[src/rtl/shift_rows_stream.sv]
// shift_rows_stream: byte-serial forward AES ShiftRows engine.
// A 16-byte state arrives one byte per beat (byte k = row k%4, col k/4).
// Each block fills one of two ping-pong banks. The permuted state then
// drains from that bank while the other bank fills, which sustains one
// byte per cycle.
// Optional feature macro: SHIFT_ROWS_INV_EN adds an inv input. It selects
// the inverse ShiftRows map for each block.
module shift_rows_stream (
  input  logic       clk,
  input  logic       rst,
  input  logic       s_valid,
  output logic       s_ready,
  input  logic [7:0] s_data,
  input  logic       s_last,
`ifdef SHIFT_ROWS_INV_EN
  input  logic       inv,
`endif
  output logic       m_valid,
  input  logic       m_ready,
  output logic [7:0] m_data,
  output logic       m_last,
  output logic       err
);

  // Output position -> input byte index for forward ShiftRows (row r rotates left by r).
  function automatic logic [3:0] fwd_idx(input logic [3:0] i);
    logic [3:0] v;
    case (i)
      4'd0:    v = 4'd0;
      4'd1:    v = 4'd5;
      4'd2:    v = 4'd10;
      4'd3:    v = 4'd15;
      4'd4:    v = 4'd4;
      4'd5:    v = 4'd9;
      4'd6:    v = 4'd14;
      4'd7:    v = 4'd3;
      4'd8:    v = 4'd8;
      4'd9:    v = 4'd13;
      4'd10:   v = 4'd2;
      4'd11:   v = 4'd7;
      4'd12:   v = 4'd12;
      4'd13:   v = 4'd1;
      4'd14:   v = 4'd6;
      4'd15:   v = 4'd11;
      default: v = 4'd0;
    endcase
    return v;
  endfunction

`ifdef SHIFT_ROWS_INV_EN
  // Output position -> input byte index for inverse ShiftRows (row r rotates right by r).
  function automatic logic [3:0] inv_idx(input logic [3:0] i);
    logic [3:0] v;
    case (i)
      4'd0:    v = 4'd0;
      4'd1:    v = 4'd13;
      4'd2:    v = 4'd10;
      4'd3:    v = 4'd7;
      4'd4:    v = 4'd4;
      4'd5:    v = 4'd1;
      4'd6:    v = 4'd14;
      4'd7:    v = 4'd11;
      4'd8:    v = 4'd8;
      4'd9:    v = 4'd5;
      4'd10:   v = 4'd2;
      4'd11:   v = 4'd15;
      4'd12:   v = 4'd12;
      4'd13:   v = 4'd9;
      4'd14:   v = 4'd6;
      4'd15:   v = 4'd3;
      default: v = 4'd0;
    endcase
    return v;
  endfunction
`endif

  logic [7:0] r_bank [0:1][0:15];
  logic [1:0] r_full;
  logic       r_wr_bank;
  logic [3:0] r_wr_cnt;
  logic       r_rd_bank;
  logic [3:0] r_rd_cnt;
  logic       r_err;
`ifdef SHIFT_ROWS_INV_EN
  logic [1:0] r_inv;
`endif

  logic       w_wr_en;
  logic       w_wr_done;
  logic       w_rd_en;
  logic       w_rd_done;
  logic       w_inv_sel;
  logic [3:0] w_src_idx;
  logic [1:0] w_full_nxt;
  logic       w_frame_bad;

  assign w_wr_en     = s_valid && s_ready;
  assign w_wr_done   = w_wr_en && (r_wr_cnt == 4'd15);
  assign w_rd_en     = m_valid && m_ready;
  assign w_rd_done   = w_rd_en && (r_rd_cnt == 4'd15);
  assign w_frame_bad = s_last != (r_wr_cnt == 4'd15);

`ifdef SHIFT_ROWS_INV_EN
  assign w_inv_sel = r_inv[r_rd_bank];
`else
  assign w_inv_sel = 1'b0;
`endif

  // Full flags: write completion and read completion always target different banks.
  always_comb begin
    w_full_nxt = r_full;
    if (w_wr_done) begin
      w_full_nxt[r_wr_bank] = 1'b1;
    end else begin
      w_full_nxt = w_full_nxt;
    end
    if (w_rd_done) begin
      w_full_nxt[r_rd_bank] = 1'b0;
    end else begin
      w_full_nxt = w_full_nxt;
    end
  end

  // Pick the source byte for the current output position from the drain bank.
  always_comb begin
`ifdef SHIFT_ROWS_INV_EN
    if (w_inv_sel) begin
      w_src_idx = inv_idx(r_rd_cnt);
    end else begin
      w_src_idx = fwd_idx(r_rd_cnt);
    end
`else
    if (w_inv_sel) begin
      w_src_idx = fwd_idx(r_rd_cnt);
    end else begin
      w_src_idx = fwd_idx(r_rd_cnt);
    end
`endif
  end

  assign s_ready = !r_full[r_wr_bank];
  assign m_valid = r_full[r_rd_bank];
  assign m_data  = r_bank[r_rd_bank][w_src_idx];
  assign m_last  = m_valid && (r_rd_cnt == 4'd15);
  assign err     = r_err;

  // Byte storage: capture accepted input bytes in arrival order.
  always_ff @(posedge clk or posedge rst) begin
    if (rst) begin
      for (int b = 0; b < 2; b++) begin
        for (int i = 0; i < 16; i++) begin
          r_bank[b][i] <= 8'h00;
        end
      end
    end else if (w_wr_en) begin
      r_bank[r_wr_bank][r_wr_cnt] <= s_data;
    end
  end

  // Control: write/read pointers, full flags and the framing error pulse.
  always_ff @(posedge clk or posedge rst) begin
    if (rst) begin
      r_full    <= 2'b00;
      r_wr_bank <= 1'b0;
      r_wr_cnt  <= 4'd0;
      r_rd_bank <= 1'b0;
      r_rd_cnt  <= 4'd0;
      r_err     <= 1'b0;
    end else begin
      r_full <= w_full_nxt;
      r_err  <= w_wr_en && w_frame_bad;
      if (w_wr_en) begin
        r_wr_cnt <= r_wr_cnt + 4'd1;
      end
      if (w_wr_done) begin
        r_wr_bank <= ~r_wr_bank;
      end
      if (w_rd_en) begin
        r_rd_cnt <= r_rd_cnt + 4'd1;
      end
      if (w_rd_done) begin
        r_rd_bank <= ~r_rd_bank;
      end
    end
  end

`ifdef SHIFT_ROWS_INV_EN
  // Map select: latch inv with byte 0 so the whole block drains with one map.
  always_ff @(posedge clk or posedge rst) begin
    if (rst) begin
      r_inv <= 2'b00;
    end else if (w_wr_en && (r_wr_cnt == 4'd0)) begin
      r_inv[r_wr_bank] <= inv;
    end
  end
`endif

endmodule

[config.mk]
export PLATFORM = sky130hd
export DESIGN_NAME = shift_rows_stream
export DESIGN_NICKNAME = d
export VERILOG_FILES = /design/src/rtl/shift_rows_stream.sv
export SDC_FILE = /design/constraint.sdc
export NUM_CORES = 1
export LEC_CHECK = 0
export ABC_CLOCK_PERIOD_IN_PS = 8300
export CORE_MARGIN = 2
export CORE_UTILIZATION = 56
export DETAILED_ROUTE_END_ITERATION = 8
export PLACE_DENSITY = 0.76
export SETUP_SLACK_MARGIN = 0.5
export SYNTH_ARGS = -nofsm -noshare
export SYNTH_HDL_FRONTEND = slang
export SYNTH_SLANG_ARGS = --single-unit
export TNS_END_PERCENT = 30
[constraint.sdc]
create_clock -name clk -period 8.3 [get_ports clk]
set_clock_uncertainty 0.1 [all_clocks]
set_input_delay 0.83 -clock clk [delete_from_list [all_inputs] [get_ports clk]]
set_output_delay 0.83 -clock clk [all_outputs]
set_load 0.02 [all_outputs]
==> results.cfg, run 1 <==
[floorplanning]
core_area_um2 = 22700
std_cell_rows = 55
io_pins = 25
dieArea_um2 = 24400
die_x_um = 156
die_y_um = 156
start_util_pct = 57.1

[sta]
rsz0062_at_grt = no
relSlewSlack_pct = 17.4
fin_tns_setup_ns = 0
final-hold-violation-count = 0
holdWs_ns = 0.392
report.final.slew_viol_count = 0
finalSetupViolCount = 0
period_needed_ns = 5.16
worst_pin_slew_ns = 1.24
max_freq_mhz = 194
fin_crit_sh_pct = 62.2

[critical_path]
cp_max_fo = 52
worstPathArrival_ns = 4.23
critPathLaunchType = flip-flop
regToRegStartpoint = r_rd_bank$_DFFE_PP0P_
worstPathRequired_ns = 7.37
reg2reg_slack_ns = 5.70
worstSetupEndpointType = primary output
r2r-end = r_rd_cnt[3]$_DFFE_PP0P_
path_class = flip-flop to primary output
ff2ff_path_depth = 5

[power]
powerDensity_nw_per_um2 = 358
leakagePower_nw = 6.59
ir_worst_vdd_uv = 382
p_total_mw = 5.11

[cts]
cts_tree = done
cts_hold_buf = 0
h-tree-depth = 1
clk_path_buf_depth = 3
cts-root-buf = clkbuf_16
cts.sink_count = 269
postCtsSetupBuffers = 0
clk_pin_slew_ns = 0.06
clk_latency_ns = 0.54
cts_resized = 0
cts_buffers = 28

[grt]
grt_usage_pct = 26.1
overflow = 0
grt_first_pass_wirelength_um = 48500
grt_pass1_vias = 8282
grt_max_degree = 153
grt_antenna_before_repair = 1

[detailed_routing]
drt_iter0_drc = 451
num_vias = 8071
drt-total-wl_um = 30700
viasPerCell = 6.30
ant_nets = 0
drtPass1Iterations = 6
wire_per_inst_um = 24.0
drt_drc_violations_left = 0

[placement]
gp_congestion = 0.873
dp_hpwl_um = 19300
io_buffer_count = 24

[layout]
post-route-util_pct = 62.9
area_delta_synth_final_pct = 10.3
layout.nets = 991
layout-drive-gt1-share_pct = 37.9

[synthesis]
synth_top_area_share_pct = 52.0
synth_seq_area_share_pct = 52.0
syn_nets = 993
synth_top_area_cell = dfrtp_1
synth-async-reset-ratio_pct = 100
synth.area.top_cells = dfrtp_1 52%, mux2_2 24%, mux2i_1 6.3%
synth_common_cells = 277 x mux2_2, 269 x dfrtp_1, 81 x mux2i_1
ys_ff_latch = 269
synth-edff-count = 0
syn_inst = 975
syn_avg_cell_area_um2 = 13.3
ys_types = 41
syn_area_um2 = 13000
synthFlopType = dfrtp_1
synth.most_common_cell = mux2_2
synth-warning-count = 0

[min_path]
worstHoldEndpoint = r_bank[103]$_DFFE_PP0P_
worstHoldStart = r_bank[103]$_DFFE_PP0P_
hold_class = flip-flop to flip-flop
holdPathStages = 1

[job]
maxCapViolations = 0

[run_status]
outcome = complete, no violations
-- power by group --
| part | switching [mW] | internal, mW |
|---|---|---|
| sequential | 0.261 | 1.64 |
| combinational | 1.03 | 0.887 |
| clock | 0.517 | 0.778 |
| total | 1.81 | 3.31 |
-- worst max-delay path by stage --
stage | cells past startpoint | slack [ns] | startpoint | end
after floorplan | 1 | 3.82 | rst | err$_DFF_PP0_
after CTS | 7 | 3.19 | r_rd_cnt[1]$_DFFE_PP0P_ | m_data[0]
after global routing | 7 | 2.95 | r_rd_cnt[1]$_DFFE_PP0P_ | m_data[7]
after detailed placement | 7 | 3.79 | r_rd_cnt[1]$_DFFE_PP0P_ | m_data[7]
after global placement | 7 | 3.94 | r_rd_cnt[1]$_DFFE_PP0P_ | m_data[7]
final | 7 | 3.14 | r_rd_cnt[1]$_DFFE_PP0P_ | m_data[0]
-- through the flow --
stage                     cell area (µm²)  setup slack, ns  instances
after detailed placement            13300             3.79       1228
after global placement              13300             3.94       1228
after global routing                14300             2.95       1280
after floorplan                     13000             3.82        975
after CTS                           14300             3.19       1280
final                               14300             3.14       1281
-- layout make-up --
class / instances / area (µm²)
flip-flops and latches: 269 / 6740
clock inverters: 10 / 103
diodes: 1 / 2.50
multi-input cells: 633 / 5860
well taps: 285 / 357
clock buffers: 42 / 865
repair buffers: 36 / 338
fillers: 1687 / 8420
inverters: 5 / 22.5
-- critical path: stages, from the launching register on --
cell and delay [ns]:
dfrtp_2 0.60, buf_4 0.69, ha_1 0.25, mux2i_1 0.09, xnor2_1 0.97, a21oi_1 0.08, a22oi_1 0.33, clkdlybuf4s50_1 0.67
-- cells in the final DEF, fill, tap and decap left out, drive strengths merged, types with 9 or more instances in the layout --
cell type	Yosys	layout
mux2	289	289
a22oi	24	24
buf	29	13
nand2	48	48
dfrtp	269	269
clkdlybuf4s50	0	23
clkbuf	39	42
nor2	21	21
o22ai	16	16
mux2i	82	82
nor2b	11	11
o21ai	50	50
o22a	9	9
-- flip-flops by register name, indices dropped and copies added, names as in the netlist --
name / cells
r_bank: 256
r_rd_cnt: 4
r_wr_cnt: 4
r_full: 2
err: 1
r_rd_bank: 1
r_wr_bank: 1
-- metal layers --
layer  part of all wire [%]  vias up  GRT usage [%]  wire, µm
met5                      0        -              0         0
met1                     43     4194           35.9     13300
met2                     48      244           42.3     14700
li1                       -     3560              -         -
met4                    3.7        0           9.39      1140
met3                    5.2       73           4.11      1590
-- kinds of logic after synthesis --
kind of cell	synth area share, %
flops	52.0
xor+xnor	0.676
compound gates	6.55
simple gates	4.49
mux	33.0
fa+ha+maj	0.483
buf+inv	2.82
(Power assumes the default switching activity.)
==> inputs of run 2 (changes only) <==
Settings changed: ABC_CLOCK_PERIOD_IN_PS 8300 to 4460.
Clock period 8.3 ns to 4.46 ns, I/O delays scaled along.
==> results.cfg, run 2 (synthesis gave the netlist of run 1 again) <==
[power]
powerDensity_nw_per_um2 = 674
leakagePower_nw = 6.71
ir_worst_vdd_uv = 791

[layout]
final_common_cell = mux2_2
layout.cells.non_filler = 1296
top_register = r_bank
layout.nets = 1006
largest_reg_flops = 256
antenna_cells = 0
reg_top3 = r_bank (256), r_rd_cnt (4), r_wr_cnt (4)
fill_cells = 1714
area_delta_synth_final_pct = 12.2
layout-drive-gt1-share_pct = 39.2
final_cell_mix = 277 x mux2_2, 266 x dfrtp_1, 80 x mux2i_1

[cts]
cts_tree = done
cts-root-buf = clkbuf_16
clk_latency_ns = 0.55
clk_path_buf_depth = 3
h-tree-depth = 1
clk_pin_slew_ns = 0.06
cts.sink_count = 269
cts_buffers = 29
cts_hold_buf = 0

[critical_path]
startpoint = r_rd_cnt[0]$_DFFE_PP0P_
worstSetupEndpointType = primary output
critPathLaunchType = flip-flop
path_class = flip-flop to primary output
cp_max_fo = 25
reg2reg_slack_ns = 1.98
worstPathArrival_ns = 3.20
regToRegStartpoint = r_wr_bank$_DFFE_PP0N_
worstPathRequired_ns = 3.91

[placement]
gp_congestion = 0.871
dp_hpwl_um = 20200
dp.cells = 1237
io_buffer_count = 24

[floorplanning]
core_area_um2 = 22700
std_cell_rows = 55
die_y_um = 156
dieArea_um2 = 24400
start_util_pct = 57.1
io_pins = 25
die_x_um = 156

[grt]
overflow = 0
grt_usage_pct = 26.7
grt_first_pass_wirelength_um = 49700
grt_pass1_vias = 8235
grt_antenna_before_repair = 0
grt_max_degree = 92

[sta]
final-hold-violation-count = 0
worst_pin_slew_ns = 0.781
rsz0062_at_grt = no
fin_tns_setup_ns = 0
finalSetupViolCount = 0
period_needed_ns = 3.75
relSlewSlack_pct = 47.8
fin_crit_sh_pct = 84.0
max_freq_mhz = 267
report.final.slew_viol_count = 0

[detailed_routing]
ant_nets = 0
viasPerCell = 6.31
wire_per_inst_um = 24.2
drtPass1Iterations = 5
num_vias = 8174
drt_iter0_drc = 663
drt_drc_violations_left = 0
drt-total-wl_um = 31300

[min_path]
hold_class = input pin to async pin

[job]
maxCapViolations = 0

[run_status]
outcome = complete, no violations
-- run 2: repair_timing --
| action | 4_1_cts | 5_1_grt |
|---|---|---|
| endpoints found under the hold margin | 0 | 0 |
| gates resized for setup | 2 | 6 |
| setup endpoints to repair | 8 | 8 |
| setup buffers | 1 | 4 |
-- run 2: final timing paths --
path / end / depth (start not counted)
hold / removal: r_rd_bank$_DFFE_PP0P_ / 2
setup / recovery: m_data[5] / 5
hold reg to reg: r_bank[101]$_DFFE_PP0P_ / 1
max in group asynchronous: r_bank[184]$_DFFE_PP0P_ / 3
setup reg to reg: r_bank[66]$_DFFE_PP0P_ / 4
min in group clk: r_bank[101]$_DFFE_PP0P_ / 1
-- run 2: layout make-up --
class / instances / area [µm²] / area share, %
clock buffers: 38 / 820 / 5.64
clock inverters: 16 / 190 / 1.31
inverters: 5 / 22.5 / 0.155
multi-input cells: 633 / 5880 / 40.5
flip-flops and latches: 269 / 6740 / 46.4
well taps: 285 / 357 / 2.45
repair buffers: 50 / 524 / 3.61
-- run 2: critical path, cell delays in order (launching register included) --
cell	delay [ns]
dfrtp_4	0.58
buf_6	0.25
nor2_1	0.54
a22oi_1	0.27
a22oi_1	0.33
clkdlybuf4s50_1	0.66
-- run 2: power by group --
part | total (mW) | switching (mW) | leakage [nW] | internal, mW
registers | 3.51 | 0.454 | 3.56 | 3.06
logic | 3.77 | 2.02 | 2.65 | 1.75
clock network | 2.52 | 0.994 | 0.505 | 1.52
total | 9.79 | 3.47 | 6.71 | 6.33
-- run 2: per-layer routing --
metal | vias to the layer above | part of all wire (%) | track usage, %
met5 | - | 0 | 0
met2 | 249 | 47 | 42.3
met3 | 81 | 5.5 | 4.00
li1 | 3616 | - | -
met4 | 0 | 3.5 | 8.52
met1 | 4228 | 44 | 38.3
-- run 2: through the flow --
| stage | setup WS [ns] | hold slack, ns | area (µm²) | power [mW] | util, % |
|---|---|---|---|---|---|
| after floorplan | 0.361 | 0.359 | 13000 | 5.99 | - |
| after global placement | 0.865 | 0.370 | 13400 | 7.07 | 59.1 |
| after detailed placement | 0.854 | 0.381 | 13400 | 7.13 | 59.1 |
| after CTS | 0.520 | 0.303 | 14500 | 9.70 | 63.7 |
| after global routing | 0.574 | 0.350 | 14500 | 10.2 | 64.0 |
| final | 0.715 | 0.287 | 14500 | 9.79 | 64.0 |
==> inputs of run 3 (changes only) <==
Settings changed: ABC_CLOCK_PERIOD_IN_PS 4460 to 3760, CORE_UTILIZATION 56 to 63, PLACE_DENSITY 0.76 to 0.8.
Clock period 4.46 ns to 3.76 ns, I/O delays scaled along.
==> results.cfg, run 3 (synthesis gave the netlist of run 1 again) <==
[job]
maxCapViolations = 0

[cts]
cts_tree = done
clk_pin_slew_ns = 0.06
cts.sink_count = 269
h-tree-depth = 1
clk_path_buf_depth = 3
clk_latency_ns = 0.54
cts_buffers = 28
cts_hold_buf = 0
cts-root-buf = clkbuf_16

[grt]
grt_max_degree = 65
grt_usage_pct = 28.8
grt_first_pass_wirelength_um = 48300
grt_pass1_vias = 8441
overflow = 0
grt_antenna_before_repair = 0

[sta]
worst_pin_slew_ns = 0.786
fin_crit_sh_pct = 94.0
relSlewSlack_pct = 47.5
report.final.slew_viol_count = 0
fin_tns_setup_ns = 0
final-hold-violation-count = 0
finalSetupViolCount = 0
rsz0062_at_grt = yes
period_needed_ns = 3.53
max_freq_mhz = 283

[layout]
antenna_cells = 0
reg_top3 = r_bank (256), r_rd_cnt (4), r_wr_cnt (4)
area_delta_synth_final_pct = 11.5
layout-drive-gt1-share_pct = 39.2
layout.nets = 1012
largest_reg_flops = 256
top_register = r_bank
final_common_cell = mux2_2
fill_cells = 1339
final_cell_mix = 277 x mux2_2, 266 x dfrtp_1, 81 x mux2i_1

[critical_path]
cp_max_fo = 16
worstPathRequired_ns = 3.28
critPathLaunchType = flip-flop
path_class = flip-flop to primary output
worstPathArrival_ns = 3.06
worstSetupEndpointType = primary output

[detailed_routing]
num_vias = 8247
viasPerCell = 6.43
wire_per_inst_um = 23.6
ant_nets = 0
drtPass1Iterations = 5
drt_iter0_drc = 545
drt-total-wl_um = 30200
drt_drc_violations_left = 0

[placement]
dp_hpwl_um = 19400
gp_congestion = 0.873
io_buffer_count = 24

[floorplanning]
dieArea_um2 = 21700
die_y_um = 147
core_area_um2 = 20200
die_x_um = 147
io_pins = 25
std_cell_rows = 52
start_util_pct = 64.0

[min_path]
hold_class = input pin to async pin

[power]
p_total_mw = 11.2
ir_worst_vdd_uv = 881
leakagePower_nw = 6.69
powerDensity_nw_per_um2 = 775

[run_status]
outcome = complete, no violations
==> run 3: worst paths after layout <==
kind                       slack [ns]               startpoint                       to  cells past startpoint
max in group asynchronous        2.33                      rst  r_bank[102]$_DFFE_PP0P_                      4
min in group clk                 0.39                   s_last            err$_DFF_PP0_                      3
max                              0.23  r_rd_cnt[0]$_DFFE_PP0P_                m_data[7]                      7
min                              0.23                      rst  r_bank[143]$_DFFE_PP0P_                      2
min reg2reg                      0.39   r_bank[97]$_DFFE_PP0P_   r_bank[97]$_DFFE_PP0P_                      1
max reg2reg                      1.40    r_wr_bank$_DFFE_PP0N_   r_bank[70]$_DFFE_PP0P_                      4
==> run 3: routing by layer <==
layer	up-vias	track usage, %	wire [µm]
met5	-	0	0
met4	0	10.7	1010
met3	69	4.07	1490
met2	219	46.3	14600
met1	4340	40.5	13200
li1	3619	-	-
==> run 3: where the power goes <==
| part | leakage [nW] | switching [mW] | internal (mW) | total (mW) |
|---|---|---|---|---|
| Sequential | 3.56 | 0.513 | 3.63 | 4.14 |
| Clock | 0.416 | 1.10 | 1.49 | 2.58 |
| Combinational | 2.71 | 2.38 | 2.10 | 4.48 |
| Total | 6.69 | 3.99 | 7.21 | 11.2 |
==> run 3: area by class of cell <==
cell class | instances | area (µm²) | area share (%)
flip-flops and latches | 269 | 6740 | 46.6
inverters | 5 | 22.5 | 0.156
clock buffers | 45 | 826 | 5.71
repair buffers | 57 | 593 | 4.10
clock inverters | 4 | 20.0 | 0.139
multi-input cells | 633 | 5910 | 40.9
well taps | 270 | 338 | 2.34
==> run 3: what timing repair did <==
| action | CTS | global route |
|---|---|---|
| cloned | 0 | 0 |
| setup endpoints to repair | 8 | 8 |
| buffers inserted | 3 | 0 |
| gates resized for setup | 11 | 6 |
==> run 3: worst max-delay path: stages, from the launching register on <==
cell and delay (ns):
dfrtp_4 0.55, ha_1 0.34, mux2i_1 0.17, xnor2_1 0.10, buf_4 0.20, and3_1 0.21
a22oi_1 0.28, clkdlybuf4s50_1 0.66
==> run 3: through the flow <==
step | std cells | area (µm²) | hold WS, ns | util [%] | setup slack [ns]
floorplan | 975 | 13000 | 0.359 | - | -0.269
global placement | 1231 | 13500 | 0.369 | 66.7 | 0.544
detailed placement | 1231 | 13500 | 0.381 | 66.7 | 0.543
CTS | 1283 | 14400 | 0.243 | 71.3 | 0.254
global route | 1283 | 14500 | 0.283 | 71.4 | 0.162
finish | 1283 | 14500 | 0.231 | 71.4 | 0.226
